File: src/rtl/reg_writeback_queue.sv
// Purpose: in-order writeback queue merging ALU and load write requests onto a single register-file write port.
// Latency: a request accepted at posedge N drives REG_WE low from posedge N+1 when the queue was empty; the register file captures it at the following negedge.
// Backpressure: the Readys are combinational from the pre-edge Count, with ALU priority for the last free slot; a same-cycle pop is not credited.
//
// Ports:
//   Clk, Reset               clock (posedge) and async active-high reset
//   ALU_Valid/Dst/Data/Ready ALU producer handshake
//   LD_Valid/Dst/Data/Ready  load producer handshake
//   REG_WE/REG_Dst/DIn       registered register-file write port (REG_WE active low)
//   Pending                  per-register mask of queued or issuing writes
//   Count                    occupied queue entries
module reg_writeback_queue #(
  parameter int DataWidth  = 8,
  parameter int SelectSize = 3,
  parameter int Depth      = 4,
  parameter int PtrSize    = 2
) (
  input  logic                        Clk,
  input  logic                        Reset,
  input  logic                        ALU_Valid,
  input  logic [SelectSize-1:0]       ALU_Dst,
  input  logic [DataWidth-1:0]        ALU_Data,
  output logic                        ALU_Ready,
  input  logic                        LD_Valid,
  input  logic [SelectSize-1:0]       LD_Dst,
  input  logic [DataWidth-1:0]        LD_Data,
  output logic                        LD_Ready,
  output logic                        REG_WE,
  output logic [SelectSize-1:0]       REG_Dst,
  output logic [DataWidth-1:0]        DIn,
  output logic [(1<<SelectSize)-1:0]  Pending,
  output logic [PtrSize:0]            Count
);

  localparam int NumRegs = 1 << SelectSize;
  localparam logic [PtrSize:0] DepthC  = (PtrSize+1)'(Depth);
  localparam logic [PtrSize:0] DepthM1 = (PtrSize+1)'(Depth - 1);

  logic [SelectSize-1:0] dst_q [Depth];
  logic [SelectSize-1:0] dst_d [Depth];
  logic [DataWidth-1:0]  dat_q [Depth];
  logic [DataWidth-1:0]  dat_d [Depth];
  logic [PtrSize-1:0]    rd_ptr_q, rd_ptr_d;
  logic [PtrSize-1:0]    wr_ptr_q, wr_ptr_d;
  logic [PtrSize:0]      count_q, count_d;
  logic                  reg_we_q, reg_we_d;
  logic [SelectSize-1:0] reg_dst_q, reg_dst_d;
  logic [DataWidth-1:0]  din_q, din_d;

  logic alu_fire, ld_fire, pop;

  // The load path only gets the last free slot when the ALU is not asking for it.
  assign ALU_Ready = (count_q < DepthC);
  assign LD_Ready  = (count_q < DepthM1) | ((count_q < DepthC) & ~ALU_Valid);

  assign alu_fire = ALU_Valid & ALU_Ready;
  assign ld_fire  = LD_Valid & LD_Ready;
  assign pop      = (count_q != '0);

  always_comb begin
    logic [PtrSize-1:0] ld_slot;
    dst_d     = dst_q;
    dat_d     = dat_q;
    rd_ptr_d  = rd_ptr_q;
    reg_we_d  = 1'b1;
    reg_dst_d = reg_dst_q;
    din_d     = din_q;

    if (pop) begin
      reg_we_d  = 1'b0;
      reg_dst_d = dst_q[rd_ptr_q];
      din_d     = dat_q[rd_ptr_q];
      rd_ptr_d  = rd_ptr_q + PtrSize'(1);
    end

    // ALU entry goes in first so a simultaneous load lands behind it.
    if (alu_fire) begin
      dst_d[wr_ptr_q] = ALU_Dst;
      dat_d[wr_ptr_q] = ALU_Data;
    end
    ld_slot = wr_ptr_q + PtrSize'(alu_fire);
    if (ld_fire) begin
      dst_d[ld_slot] = LD_Dst;
      dat_d[ld_slot] = LD_Data;
    end

    wr_ptr_d = wr_ptr_q + PtrSize'(alu_fire) + PtrSize'(ld_fire);
    count_d  = count_q + (PtrSize+1)'(alu_fire) + (PtrSize+1)'(ld_fire)
             - (PtrSize+1)'(pop);
  end

  always_ff @(posedge Clk or posedge Reset) begin
    if (Reset) begin
      for (int i = 0; i < Depth; i++) begin
        dst_q[i] <= '0;
        dat_q[i] <= '0;
      end
      rd_ptr_q  <= '0;
      wr_ptr_q  <= '0;
      count_q   <= '0;
      reg_we_q  <= 1'b1;
      reg_dst_q <= '0;
      din_q     <= '0;
    end else begin
      for (int i = 0; i < Depth; i++) begin
        dst_q[i] <= dst_d[i];
        dat_q[i] <= dat_d[i];
      end
      rd_ptr_q  <= rd_ptr_d;
      wr_ptr_q  <= wr_ptr_d;
      count_q   <= count_d;
      reg_we_q  <= reg_we_d;
      reg_dst_q <= reg_dst_d;
      din_q     <= din_d;
    end
  end

  // An entry is live when its distance from the read pointer is below Count;
  // the write currently on the port still counts as pending.
  always_comb begin
    logic [PtrSize-1:0] off;
    Pending = '0;
    for (int i = 0; i < Depth; i++) begin
      off = PtrSize'(i) - rd_ptr_q;
      if ({1'b0, off} < count_q) begin
        Pending = Pending | (NumRegs'(1) << dst_q[i]);
      end
    end
    if (!reg_we_q) begin
      Pending = Pending | (NumRegs'(1) << reg_dst_q);
    end
  end

  assign REG_WE  = reg_we_q;
  assign REG_Dst = reg_dst_q;
  assign DIn     = din_q;
  assign Count   = count_q;

endmodule

File: config.mk
export PLATFORM = sky130hd
export DESIGN_NAME = reg_writeback_queue
export DESIGN_NICKNAME = d
export VERILOG_FILES = /design/src/rtl/reg_writeback_queue.sv
export SDC_FILE = /design/constraint.sdc
export NUM_CORES = 1
export LEC_CHECK = 0
export ABC_AREA = 1
export CORE_MARGIN = 2
export CORE_UTILIZATION = 23
export CTS_BUF_LIST = sky130_fd_sc_hd__clkbuf_8
export CTS_CLUSTER_DIAMETER = 60
export DETAILED_ROUTE_END_ITERATION = 10
export PLACE_DENSITY_LB_ADDON = 0.25
export SLEW_MARGIN = 15
export SYNTH_ARGS = -nofsm -noshare
export SYNTH_HDL_FRONTEND = slang
export SYNTH_SLANG_ARGS = --single-unit
File: constraint.sdc
create_clock -name Clk -period 6.8 [get_ports Clk]
set_input_delay 2.04 -clock Clk [delete_from_list [all_inputs] [get_ports Clk]]
set_output_delay 2.04 -clock Clk [all_outputs]
set_load 0.01 [all_outputs]
==> results of run 1 <==
## per-layer routing
metal / up-vias / global-route usage / routed length [microns]
li1: 2127 / - / -
met1: 1885 / 0.194 / 6200
met2: 105 / 0.241 / 6930
met3: 17 / 0.0241 / 676
met4: 0 / 0.0500 / 246
met5: - / 0 / 0
## flip-flops by register name (all words and copies together), names as in the netlist
signal    cells
dat_q        32
dst_q        12
DIn           8
Count         3
REG_Dst       3
rd_ptr_q      2
wr_ptr_q      2
REG_WE        1
## cells by family (layout without fill, tap and decap cells)
kind of cell    after synthesis  count (layout)  synth area share
compound gates               24              24            0.0288
fa+ha+maj                    10              10            0.0333
flops                        63              63             0.375
xor+xnor                      3               3           0.00624
buf+inv                      91             125            0.0895
simple gates                455             455             0.467
## power breakdown
part           internal, mW  total (mW)  switching, mW
Clock                 0.134       0.289          0.156
Sequential            0.554       0.748          0.194
Combinational         0.521        1.42          0.900
Total                  1.21        2.46           1.25
## stage by stage
stage | hold WS, ns | util | setup slack, ns
3_3_place_gp | 0.469 | 0.271 | 1.49
6_report | 0.482 | 0.279 | 1.49
4_1_cts | 0.489 | 0.279 | 1.48
2_1_floorplan | 0.515 | - | 2.47
5_1_grt | 0.507 | 0.279 | 1.43
3_5_place_dp | 0.473 | 0.271 | 1.48
## placed cells by master, fill, tap and decap left out, types with 2 or more instances in the layout
master / synthesis / final
clkbuf_8: 0 / 10
xor2_1: 2 / 2
inv_2: 3 / 4
clkdlybuf4s50_1: 0 / 50
buf_4: 2 / 3
nor2_1: 39 / 39
ha_1: 8 / 8
clkinv_2: 0 / 2
nor2_4: 3 / 3
o21ai_1: 11 / 11
nand2_1: 291 / 291
inv_1: 55 / 55
fa_1: 2 / 2
dfrtp_1: 62 / 62
nand4_1: 45 / 45
nor3_1: 6 / 6
nand3_1: 66 / 66
o21ai_0: 12 / 12
## final cells by class
class	count	area [sq um]	share of cell area
multi-input cells	492	2250	0.449
clock inverters	3	13.8	0.00274
well taps	229	287	0.0571
flip-flops and latches	63	1580	0.314
clock buffers	10	138	0.0274
repair buffers	53	523	0.104
inverters	59	224	0.0446
## how the worst min path moves through the flow
stage / start / end
after floorplan: DIn[0]$_DFFE_PP0N_ / DIn[0]$_DFFE_PP0N_
after global placement: DIn[7]$_DFFE_PP0N_ / DIn[7]$_DFFE_PP0N_
after detailed placement: DIn[6]$_DFFE_PP0N_ / DIn[6]$_DFFE_PP0N_
after CTS: DIn[0]$_DFFE_PP0N_ / DIn[0]$_DFFE_PP0N_
after global routing: DIn[2]$_DFFE_PP0N_ / DIn[2]$_DFFE_PP0N_
final: DIn[0]$_DFFE_PP0N_ / DIn[0]$_DFFE_PP0N_
## critical path: cells and delay by family
kind	cells	cell delay (ns)
AOI/OAI and AO/OA	1	0.19
buffers and inverters	2	1.04
==> flow_summary.ini, run 1 <==
[place]
place_area_sq_um = 4870
gp_congestion = 0.778
placedCellCount = 896
portBuffers = 50
dp_hpwl_microns = 9000

[route]
final_antenna_net_count = 0
drt-total-wl_microns = 14100
wire_per_inst_microns = 15.5
drc_errors = 0
dr.pass1.iters = 5
vias = 4134
first_iter_violations = 326
drt-vias-per-instance = 4.55

[worst_setup_path]
path_class = primary input to output pin
critical_path.max_stage_delay_ns = 0.55
regToRegSetupSlack_ns = 3.91
crit_path_start = ALU_Valid
crit_end = LD_Ready
r2r-end = dat_q[5]$_DFF_PP0_
start_kind = primary input
cp_slowest_cell = clkdlybuf4s50_1
crit_chain = clkdlybuf4s50_1, a31oi_1, clkdlybuf4s50_1
required_ns = 4.76
cp.arrival_ns = 3.27
rr_startpoint = Count[2]$_DFF_PP0_
endpoint_kind = output pin
cp_max_fo = 4
reg2reg_depth = 9
crit_top_cell = clkdlybuf4s50_1

[floorplan]
start_util = 0.234
die_x_microns = 139
die_h_microns = 139
dieArea_sq_um = 19400
num_io_pins = 51
std_cell_rows = 49
core_area_sq_um = 18000

[sta]
finalHoldViolations = 0
min_period_over_period = 0.781
max_freq_mhz = 188
worst_slew_pin_slew_ns = 1.17
finalSetupTns_ns = 0
finalClockSkew_ns = 0.0135
setup_viol = 0
slew_headroom = 0.219
min_period_ns = 5.31
drv_slew = 0
rsz0062_at_grt = no

[synth]
synthFlopType = dfrtp_1
syn-mean-instance-area_sq_um = 6.52
seq_area_frac_synth = 0.375
ys_warn_count = 0
yosys.area.top_type = dfrtp_1
ys_async_sr_fraction = 1.00
yosysUniqueCellTypes = 26
synth_area_leaders = dfrtp_1 37%, nand2_1 26%, nand3_1 7.8%
synthCells = 646
synth_edf_count = 0
synth_fp_nets = 682
syn-cell-area_sq_um = 4210
synth_seq_cells = 63
yosysMostFrequentCell = nand2_1
synth.top_cell.area_share = 0.369
synth_commonest_cells = 291 x nand2_1, 66 x nand3_1, 62 x dfrtp_1, 55 x inv_1, 45 x nand4_1

[cts]
cts_tree = done
path_clk_slew_ns = 0.07
htreeDepth = 3
cts_made_buffers = 9
ctsResizeCount = 0
clk_path_buf_depth = 2
clkLatencyLatePin_ns = 0.36
ctsHoldBuffers = 0
cts_setup_buffers = 0
cts_sinks = 63
clockRootBuffer = clkbuf_8

[pwr]
peakVddDrop_mv = 0.121
total_power_mw = 2.46
power_density_nw_per_um2 = 490
power_leakage_nw = 2.59

[grt]
grt_first_pass_wirelength_microns = 22000
gr-total-overflow = 0
grtUsageTotal = 0.146
grt_pass1_vias = 3884
antenna_found_initial = 0
grt_max_degree = 64

[job]
drv_cap = 0

[outcome]
status = finished, final reports clean

[layout]
instances_no_fill = 909
n_antenna_cell = 0
finalNetCount = 714
drive_gt1_frac = 0.0412
finalInstanceArea_sq_um = 5020
syn_to_final_growth_pct = 19.2
fillerInstances = 2007

[min_path]
holdCritPathClass = register to register
whs_path_depth = 2
Power figures use the tool's default switching activity.
==> inputs of run 2 (changes only) <==
==> constraint.sdc (replaced) <==
create_clock -name Clk -period 5 [get_ports Clk]
set_input_delay 1.5 -clock Clk [delete_from_list [all_inputs] [get_ports Clk]]
set_output_delay 1.5 -clock Clk [all_outputs]
set_load 0.01 [all_outputs]
==> flow_summary.ini, run 2 (same netlist as run 1, synthesis figures left out) <==
[cts]
ctsHoldBuffers = 0
clkLatencyLatePin_ns = 0.36
cts_sinks = 63
cts_tree = done
cts_setup_buffers = 0
clk_path_buf_depth = 2
cts_made_buffers = 9
ctsResizeCount = 0
path_clk_slew_ns = 0.07
htreeDepth = 3
clockRootBuffer = clkbuf_8

[layout]
n_antenna_cell = 0
top_register = dat_q
syn_to_final_growth_pct = 20.2
instances_no_fill = 914
mostFrequentLayoutCells = 291 x nand2_1, 66 x nand3_1, 62 x dfrtp_1
largest_reg_flops = 32
drive_gt1_frac = 0.0467
mostFrequentLayoutCell = nand2_1
finalNetCount = 718

[outcome]
status = finished, final reports clean

[route]
dr.pass1.iters = 4
final_antenna_net_count = 0
drc_errors = 0
drt-vias-per-instance = 4.56
first_iter_violations = 283
wl_met3_microns = 561
met1Wirelength_microns = 6440
vias = 4169
wl_met2_microns = 6520
drt-total-wl_microns = 13800
top_layer = met4
wire_per_inst_microns = 15.1

[pwr]
peakVddDrop_mv = 0.181
combPwrFrac = 0.577
power_density_nw_per_um2 = 662
power_leakage_nw = 2.62
internal_power_mw = 1.67
switching_share = 0.501
p_clk_frac = 0.120
p_sw_mw = 1.68
pwr-share-seq = 0.303

[floorplan]
start_util = 0.234
die_x_microns = 139
dieArea_sq_um = 19400
die_h_microns = 139
std_cell_rows = 49
core_area_sq_um = 18000
num_io_pins = 51

[sta]
rsz0062_at_grt = no
finalSetupTns_ns = 0
drv_slew = 0
max_freq_mhz = 234
slew_headroom = 0.245
finalHoldViolations = 0
setup_viol = 0
min_period_over_period = 0.854
finalClockSkew_ns = 0.00953
min_period_ns = 4.27
worst_slew_pin_slew_ns = 1.13

[min_path]
holdPathEnd = DIn[7]$_DFFE_PP0N_
min_from = DIn[7]$_DFFE_PP0N_
holdCritPathClass = register to register
whs_path_depth = 2

[grt]
grt_max_degree = 46
gr-total-overflow = 0
antenna_found_initial = 0
grt_pass1_vias = 3979
grt_first_pass_wirelength_microns = 22000
grtUsageTotal = 0.145

[worst_setup_path]
crit_chain = nor2_1, buf_4, inv_1, nand2_1, inv_1, ha_1, inv_1, nor2_1, nand2_1, nand2_1, nor2_1, nor2_1, nand2_1, clkdlybuf4s50_1
cp_max_fo = 12
required_ns = 3.50
endpoint_kind = output pin
cp_slowest_cell = clkdlybuf4s50_1
reg2reg_depth = 6
path_class = register to output pin
cp.arrival_ns = 2.77
regToRegSetupSlack_ns = 2.48
start_kind = register
critical_path.max_stage_delay_ns = 0.53
rr_startpoint = Count[2]$_DFF_PP0_
r2r-end = Count[1]$_DFF_PP0_

[place]
placedCellCount = 900
dp_hpwl_microns = 9220
portBuffers = 50
gp_congestion = 0.812

[job]
drv_cap = 0
run 2: worst max path at each step:
stage                                       start         end  slack (ns)  cells past startpoint
final                     rd_ptr_q[0]$_DFFE_PP0N_  Pending[7]        0.73                     14
after global routing      rd_ptr_q[0]$_DFFE_PP0N_  Pending[7]        0.54                     14
after CTS                 rd_ptr_q[0]$_DFFE_PP0N_  Pending[7]        0.70                     14
after detailed placement                ALU_Valid    LD_Ready        0.76                      3
after global placement                  ALU_Valid    LD_Ready        0.77                      3
after floorplan                         ALU_Valid    LD_Ready        1.75                      1
run 2: stage by stage:
stage | total power [mW] | instance area [sq um] | setup slack [ns] | util | hold slack (ns)
after global routing | 3.71 | 5060 | 0.539 | 0.282 | 0.510
after floorplan | 2.27 | 4210 | 1.75 | - | 0.515
after CTS | 3.39 | 5060 | 0.700 | 0.282 | 0.489
after global placement | 2.98 | 4900 | 0.769 | 0.273 | 0.468
final | 3.35 | 5060 | 0.728 | 0.282 | 0.481
after detailed placement | 2.99 | 4900 | 0.764 | 0.273 | 0.470
run 2: power by group through the flow:
stage,combinational [mW],clock [mW],sequential (mW)
CTS,1.96,0.410,1.02
global placement,1.95,0,1.03
detailed placement,1.96,0,1.03
finish,1.93,0.402,1.02
floorplan,1.32,0,0.948
global route,2.22,0.434,1.05
run 2: cell type report:
class | instances | area [sq um]
clock inverter | 3 | 12.5
timing repair buffer | 57 | 553
tap | 229 | 287
sequential | 63 | 1580
multi-input combinational | 492 | 2250
clock buffer | 11 | 151
fill | 1986 | 12900
inverter | 59 | 224
run 2: routing by layer:
metal / vias up / GRT usage
met2: 85 / 0.234
met4: 0 / 0.0526
met1: 1924 / 0.198
met5: - / 0
met3: 21 / 0.0220
li1: 2139 / -
run 2: worst max-delay path, delay by kind of cell, from the launching register on:
| kind | cells | cell delay (ns) |
|---|---|---|
| buffers and inverters | 5 | 0.93 |
| flip-flops | 1 | 0.44 |
| adder cells (fa/ha/maj) | 1 | 0.26 |
| AND/OR/NAND/NOR | 8 | 0.78 |
==> inputs of run 3 (changes only) <==
--- a/config.mk
+++ b/config.mk
@@ -6,7 +6,7 @@
 export NUM_CORES = 1
 export LEC_CHECK = 0
 export ABC_AREA = 1
-export CORE_MARGIN = 2
+export CORE_MARGIN = 5
 export CORE_UTILIZATION = 23
 export CTS_BUF_LIST = sky130_fd_sc_hd__clkbuf_8
 export CTS_CLUSTER_DIAMETER = 60
==> constraint.sdc (replaced) <==
create_clock -name Clk -period 4 [get_ports Clk]
set_input_delay 1 -clock Clk [delete_from_list [all_inputs] [get_ports Clk]]
set_output_delay 1 -clock Clk [all_outputs]
set_load 0.01 [all_outputs]
==> flow_summary.ini, run 3 (same netlist as run 1, synthesis figures left out) <==
[outcome]
status = finished, final reports clean

[floorplan]
die_h_microns = 145
num_io_pins = 51
die_x_microns = 145
core_area_sq_um = 18000
std_cell_rows = 49
start_util = 0.234
dieArea_sq_um = 21100

[cts]
clk_path_buf_depth = 2
cts_sinks = 63
ctsResizeCount = 0
path_clk_slew_ns = 0.08
cts_setup_buffers = 0
ctsHoldBuffers = 0
cts_tree = done
htreeDepth = 3
clockRootBuffer = clkbuf_8
clkLatencyLatePin_ns = 0.36
cts_made_buffers = 9

[place]
gp_congestion = 0.819
portBuffers = 50
placedCellCount = 900
dp_hpwl_microns = 9750

[sta]
finalSetupTns_ns = 0
drv_slew = 0
min_period_ns = 3.59
max_freq_mhz = 279
finalHoldViolations = 0
worst_slew_pin_slew_ns = 1.15
finalClockSkew_ns = 0.0133
rsz0062_at_grt = no
setup_viol = 0
slew_headroom = 0.228
min_period_over_period = 0.897
whs_ns = 0.485

[layout]
largest_reg_flops = 32
seq_area_sq_um = 1580
multi_input_area_sq_um = 2250
mostFrequentLayoutCells = 291 x nand2_1, 66 x nand3_1, 62 x dfrtp_1
fillerInstances = 1999
instances_no_fill = 915
drive_gt1_frac = 0.0496
syn_to_final_growth_pct = 21.3
top_register = dat_q
finalNetCount = 718
n_antenna_cell = 0
fin_util = 0.284
mostFrequentLayoutCell = nand2_1

[pwr]
power_leakage_nw = 2.64
switching_share = 0.495
pwr-share-seq = 0.297
peakVddDrop_mv = 0.275
p_clk_frac = 0.135
power_density_nw_per_um2 = 842
internal_power_mw = 2.17
p_sw_mw = 2.13
combPwrFrac = 0.568

[route]
met1Wirelength_microns = 6510
wire_per_inst_microns = 15.7
dr.pass1.iters = 4
wl_met2_microns = 7160
drt-total-wl_microns = 14400
vias = 4161
wl_met3_microns = 510
first_iter_violations = 305
drc_errors = 0
drt-vias-per-instance = 4.55
top_layer = met4
final_antenna_net_count = 0

[worst_setup_path]
cp.arrival_ns = 2.59
cp_max_fo = 7
endpoint_kind = output pin
path_class = register to output pin
start_kind = register
required_ns = 3.00

[grt]
gr-total-overflow = 0
grtUsageTotal = 0.136
grt_pass1_vias = 4165
grt_first_pass_wirelength_microns = 23000
antenna_found_initial = 0
grt_max_degree = 35

[job]
drv_cap = 0

[min_path]
holdCritPathClass = register to register
## run 3: stage by stage
step	instance area, sq um	setup slack (ns)	power [mW]
floorplan	4210	1.33	2.84
global placement	4910	0.731	3.73
detailed placement	4910	0.722	3.75
CTS	5110	0.365	4.34
global route	5110	0.156	4.71
finish	5110	0.412	4.30
## run 3: power groups by stage
stage	clock network, mW	registers, mW	logic, mW
2_1_floorplan	0	1.18	1.65
3_3_place_gp	0	1.28	2.45
3_5_place_dp	0	1.28	2.46
4_1_cts	0.596	1.27	2.47
5_1_grt	0.615	1.32	2.78
6_report	0.582	1.28	2.44
## run 3: path summary, 6_finish.rpt
| path | from | to | slack [ns] | cells after the start |
|---|---|---|---|---|
| max reg2reg | Count[2]$_DFF_PP0_ | Count[1]$_DFF_PP0_ | 1.44 | 6 |
| min | DIn[3]$_DFFE_PP0N_ | DIn[3]$_DFFE_PP0N_ | 0.49 | 2 |
| min reg2reg | DIn[3]$_DFFE_PP0N_ | DIn[3]$_DFFE_PP0N_ | 0.49 | 2 |
| max | rd_ptr_q[0]$_DFFE_PP0N_ | Pending[3] | 0.41 | 13 |
| max in group asynchronous | Reset | REG_WE$_DFF_PP1_ | 2.21 | 3 |
| min in group asynchronous | Reset | dat_q[4]$_DFF_PP0_ | 1.09 | 2 |
## run 3: metal layers
layer  vias up  global-route usage
li1       2132                   -
met1      1921               0.176
met2        94               0.233
met3        14              0.0175
met4         0              0.0443
met5         -                   0
## run 3: critical path, stage by stage (launching register included)
cell             delay [ns]
dfrtp_1                0.46
nor2_1                 0.17
inv_1                  0.05
nand2_1                0.10
inv_1                  0.05
ha_1                   0.26
inv_1                  0.05
nor2_1                 0.03
nand2_1                0.20
nand2_1                0.11
nor2_1                 0.10
nor2_1                 0.06
nand2_1                0.06
clkdlybuf4s50_1        0.54
## run 3: final cells by class
| class | instances | share of cell area |
|---|---|---|
| sequential | 63 | 0.309 |
| timing repair buffer | 57 | 0.111 |
| multi-input combinational | 492 | 0.442 |
| clock buffer | 11 | 0.0296 |
| clock inverter | 4 | 0.00907 |
| inverter | 59 | 0.0439 |
| tap | 229 | 0.0561 |
==> RTL change: new RTL, flow settings as in run 2 <==
Set the parameter `SelectSize` to 4 (it was 3).
--- a/src/rtl/reg_writeback_queue.sv
+++ b/src/rtl/reg_writeback_queue.sv
@@ -12,5 +12,5 @@
 module reg_writeback_queue #(
   parameter int DataWidth  = 8,
-  parameter int SelectSize = 3,
+  parameter int SelectSize = 4,
   parameter int Depth      = 4,
   parameter int PtrSize    = 2
Interface: changed (resized ALU_Dst, LD_Dst, Pending and REG_Dst); port bits go from 51 to 62. The function was not compared with the original's and may differ.
==> RTL change against run 2 <==
- register-to-register slack worse by 30 ps
- synthesized area is 17% higher
- power is 20% higher
- global-route usage is 0.22 points higher
- largest power group unchanged
- sequential cell count is 5 higher
- setup slack worse by 210 ps
- critical path type unchanged
- critical path depth stayed put
- design area is 17% higher
- first-iteration DRC count is 1.4% higher
- clock power is 26% higher
- utilization is 0.068 points lower
- sequential power is 12% higher
- wire length is 17% higher
==> RTL change: results (changes against run 2) <==
Async SR Flop Fraction: 100% (unchanged)
Clock buffer depth: 2 (unchanged)
Final Hold Slack: 479 ps (was 481 ps)
Global-route wire length before repair: 26.0 mm (was 22.0 mm)
Routed vias/inst: 4.62 (was 4.56)
Largest net degree at the start of global routing: 69 (was 46)
Reg2reg start: Count[2] (unchanged)
Status: complete, no violations (unchanged)
Aggregate global-route resource usage: 14.7% (was 14.5%)
Initial antenna violation count: 0 (unchanged)
Routed wire length: 16.1 mm (was 13.8 mm)
R2R depth: 6 (unchanged)
Hpwl dp: 11.0 mm (was 9.22 mm)
CTS clock-pin slew for the worst setup and hold paths: 80 ps
Min-delay worst type: register to register (unchanged)
Syn_nets: 808 (was 682)
Worst Path Max Fanout: 16 (was 12)
Reg-to-Reg End: Count[1] (unchanged)
Final Skew: 11.1 ps (was 9.53 ps)
Placed insts: 1067 (was 900)
Vias in the first global route: 4785 (was 3979)
Top cells by area in the synthesized netlist: dfrtp_1 (34%), nand2_1 (20%), nand3_1 (9.7%), nor2_1 (8.7%), nand4_1 (6.3%) (was dfrtp_1 (37%), nand2_1 (26%), nand3_1 (7.8%), nand4_1 (6.7%), inv_1 (4.9%))
Biggest register: dat_q (unchanged)
DR WL/cell: 14.8 um (was 15.1 um)
Synth Area per Inst: 6.42 um^2 (was 6.52 um^2)
CTS root buffer: clkbuf_8 (unchanged)
Fraction of layout cells with a size suffix above 1: 4.09% (was 4.67%)
Diodes inserted: 0 (unchanged)
Remaining antenna violation count: 0 (unchanged)
TritonRoute pass-1 iters: 5 (was 4)
Largest register FFs: 32 (unchanged)
H-tree depth: 3 (unchanged)
Fillcell total: 2331 (was 1986)
Arr. time, crit path: 2980 ps (was 2770 ps)
Ys flop type: dfrtp_1 (unchanged)
Cts bufs inserted: 9 (unchanged)
Post-synthesis sequential area ratio: 34.5% (was 37.5%)
Cts repair resizes: 0 (unchanged)
Port Buffer Count: 61 (was 50)
Top cells by count, synth: nand2_1 (266), nor2_1 (114), nand3_1 (96), dfrtp_1 (67), inv_1 (54) (was nand2_1 (291), nand3_1 (66), dfrtp_1 (62), inv_1 (55), nand4_1 (45))
Clk_lat worst skew: 350 ps
Yosys warning count: 0 (unchanged)
Final GP Congestion: 0.771 (was 0.812)
Setup crit start: rd_ptr_q[1] (was rd_ptr_q[0])
Reg2reg setup slack: 2450 ps (was 2480 ps)
LEAKAGE: 2.82 nW (was 2.62 nW)
Initial drt markers: 287 (was 283)
Least-Margin Pin Slew: 1060 ps (was 1130 ps)
VDD IR max: 0.000282 V (was 0.000181 V)
Setup bufs post-CTS: 0 (unchanged)
Nets: 841 (was 718)
Distinct cell type count of the synthesized netlist: 27 (was 26)
Critical path destination: Pending[3] (was Pending[7])
RTL change: changes by cell type after synthesis, sizes merged, moves of 5 or more:
cell and delta:
nor3 -6, nand2 -22, dfrtp +5, clkbuf +8, nand3 +30, o21ai +28
nor2 +75
RTL change: layout make-up:
cell class,count,area [um^2],area share (%)
multi-input cells,602,2790,47.2
flip-flops and latches,68,1700,28.8
repair buffers,65,641,10.8
well taps,275,344,5.83
inverters,57,216,3.66
clock buffers,10,138,2.33
clock inverters,5,77.6,1.31
RTL change: metrics by stage:
| step | setup WS, ps | instance area [um^2] |
|---|---|---|
| 3_5_place_dp | 827 | 5690 |
| 6_report | 519 | 5910 |
| 5_1_grt | 251 | 5910 |
| 4_1_cts | 469 | 5910 |
| 3_3_place_gp | 845 | 5690 |
| 2_1_floorplan | 1750 | 4940 |
RTL change: worst min-delay path by stage:
stage,cells after the start,from,endpoint
2_1_floorplan,2,DIn[0],DIn[0]
3_3_place_gp,2,DIn[4],DIn[4]
3_5_place_dp,2,DIn[7],DIn[7]
4_1_cts,2,DIn[7],DIn[7]
5_1_grt,2,DIn[1],DIn[1]
6_report,2,DIn[7],DIn[7]
RTL change: logic make-up (layout without fill, tap and decap cells):
family                     after synthesis  count (layout)  share of synthesized area (%)
AOI/OAI and AO/OA                       52              52                           5.29
and+or+nand+nor                        536             536                           47.2
adders and majority gates               10              10                           2.84
buffers and inverters                  100             137                           9.09
xor gates and xnor gates                 4               4                           1.09
DFF                                     68              68                           34.5
RTL change: layer usage:
metal | vias to the layer above | wire length [um] | GRT usage [%]
met5 | - | 0 | 0
li1 | 2552 | - | -
met2 | 130 | 7770 | 25.2
met4 | 0 | 288 | 4.25
met1 | 2305 | 7300 | 19.4
met3 | 17 | 709 | 1.88
RTL change: critical path: stages (launching register included):
cell	delay [ps]
dfrtp_1	430
nor2_1	120
buf_4	230
inv_1	60
nand2_1	100
inv_1	50
ha_1	260
inv_1	30
nor2_1	80
nand2_1	60
nand2_1	380
nor2_1	80
nor2_1	120
nand3_1	130
clkdlybuf4s50_1	500
RTL change: power breakdown:
group | switching [mW] | leakage, nW | internal, mW
sequential | 0.333 | 0.850 | 0.812
clock | 0.216 | 0.114 | 0.290
combinational | 1.51 | 1.86 | 0.859
total | 2.06 | 2.82 | 1.96
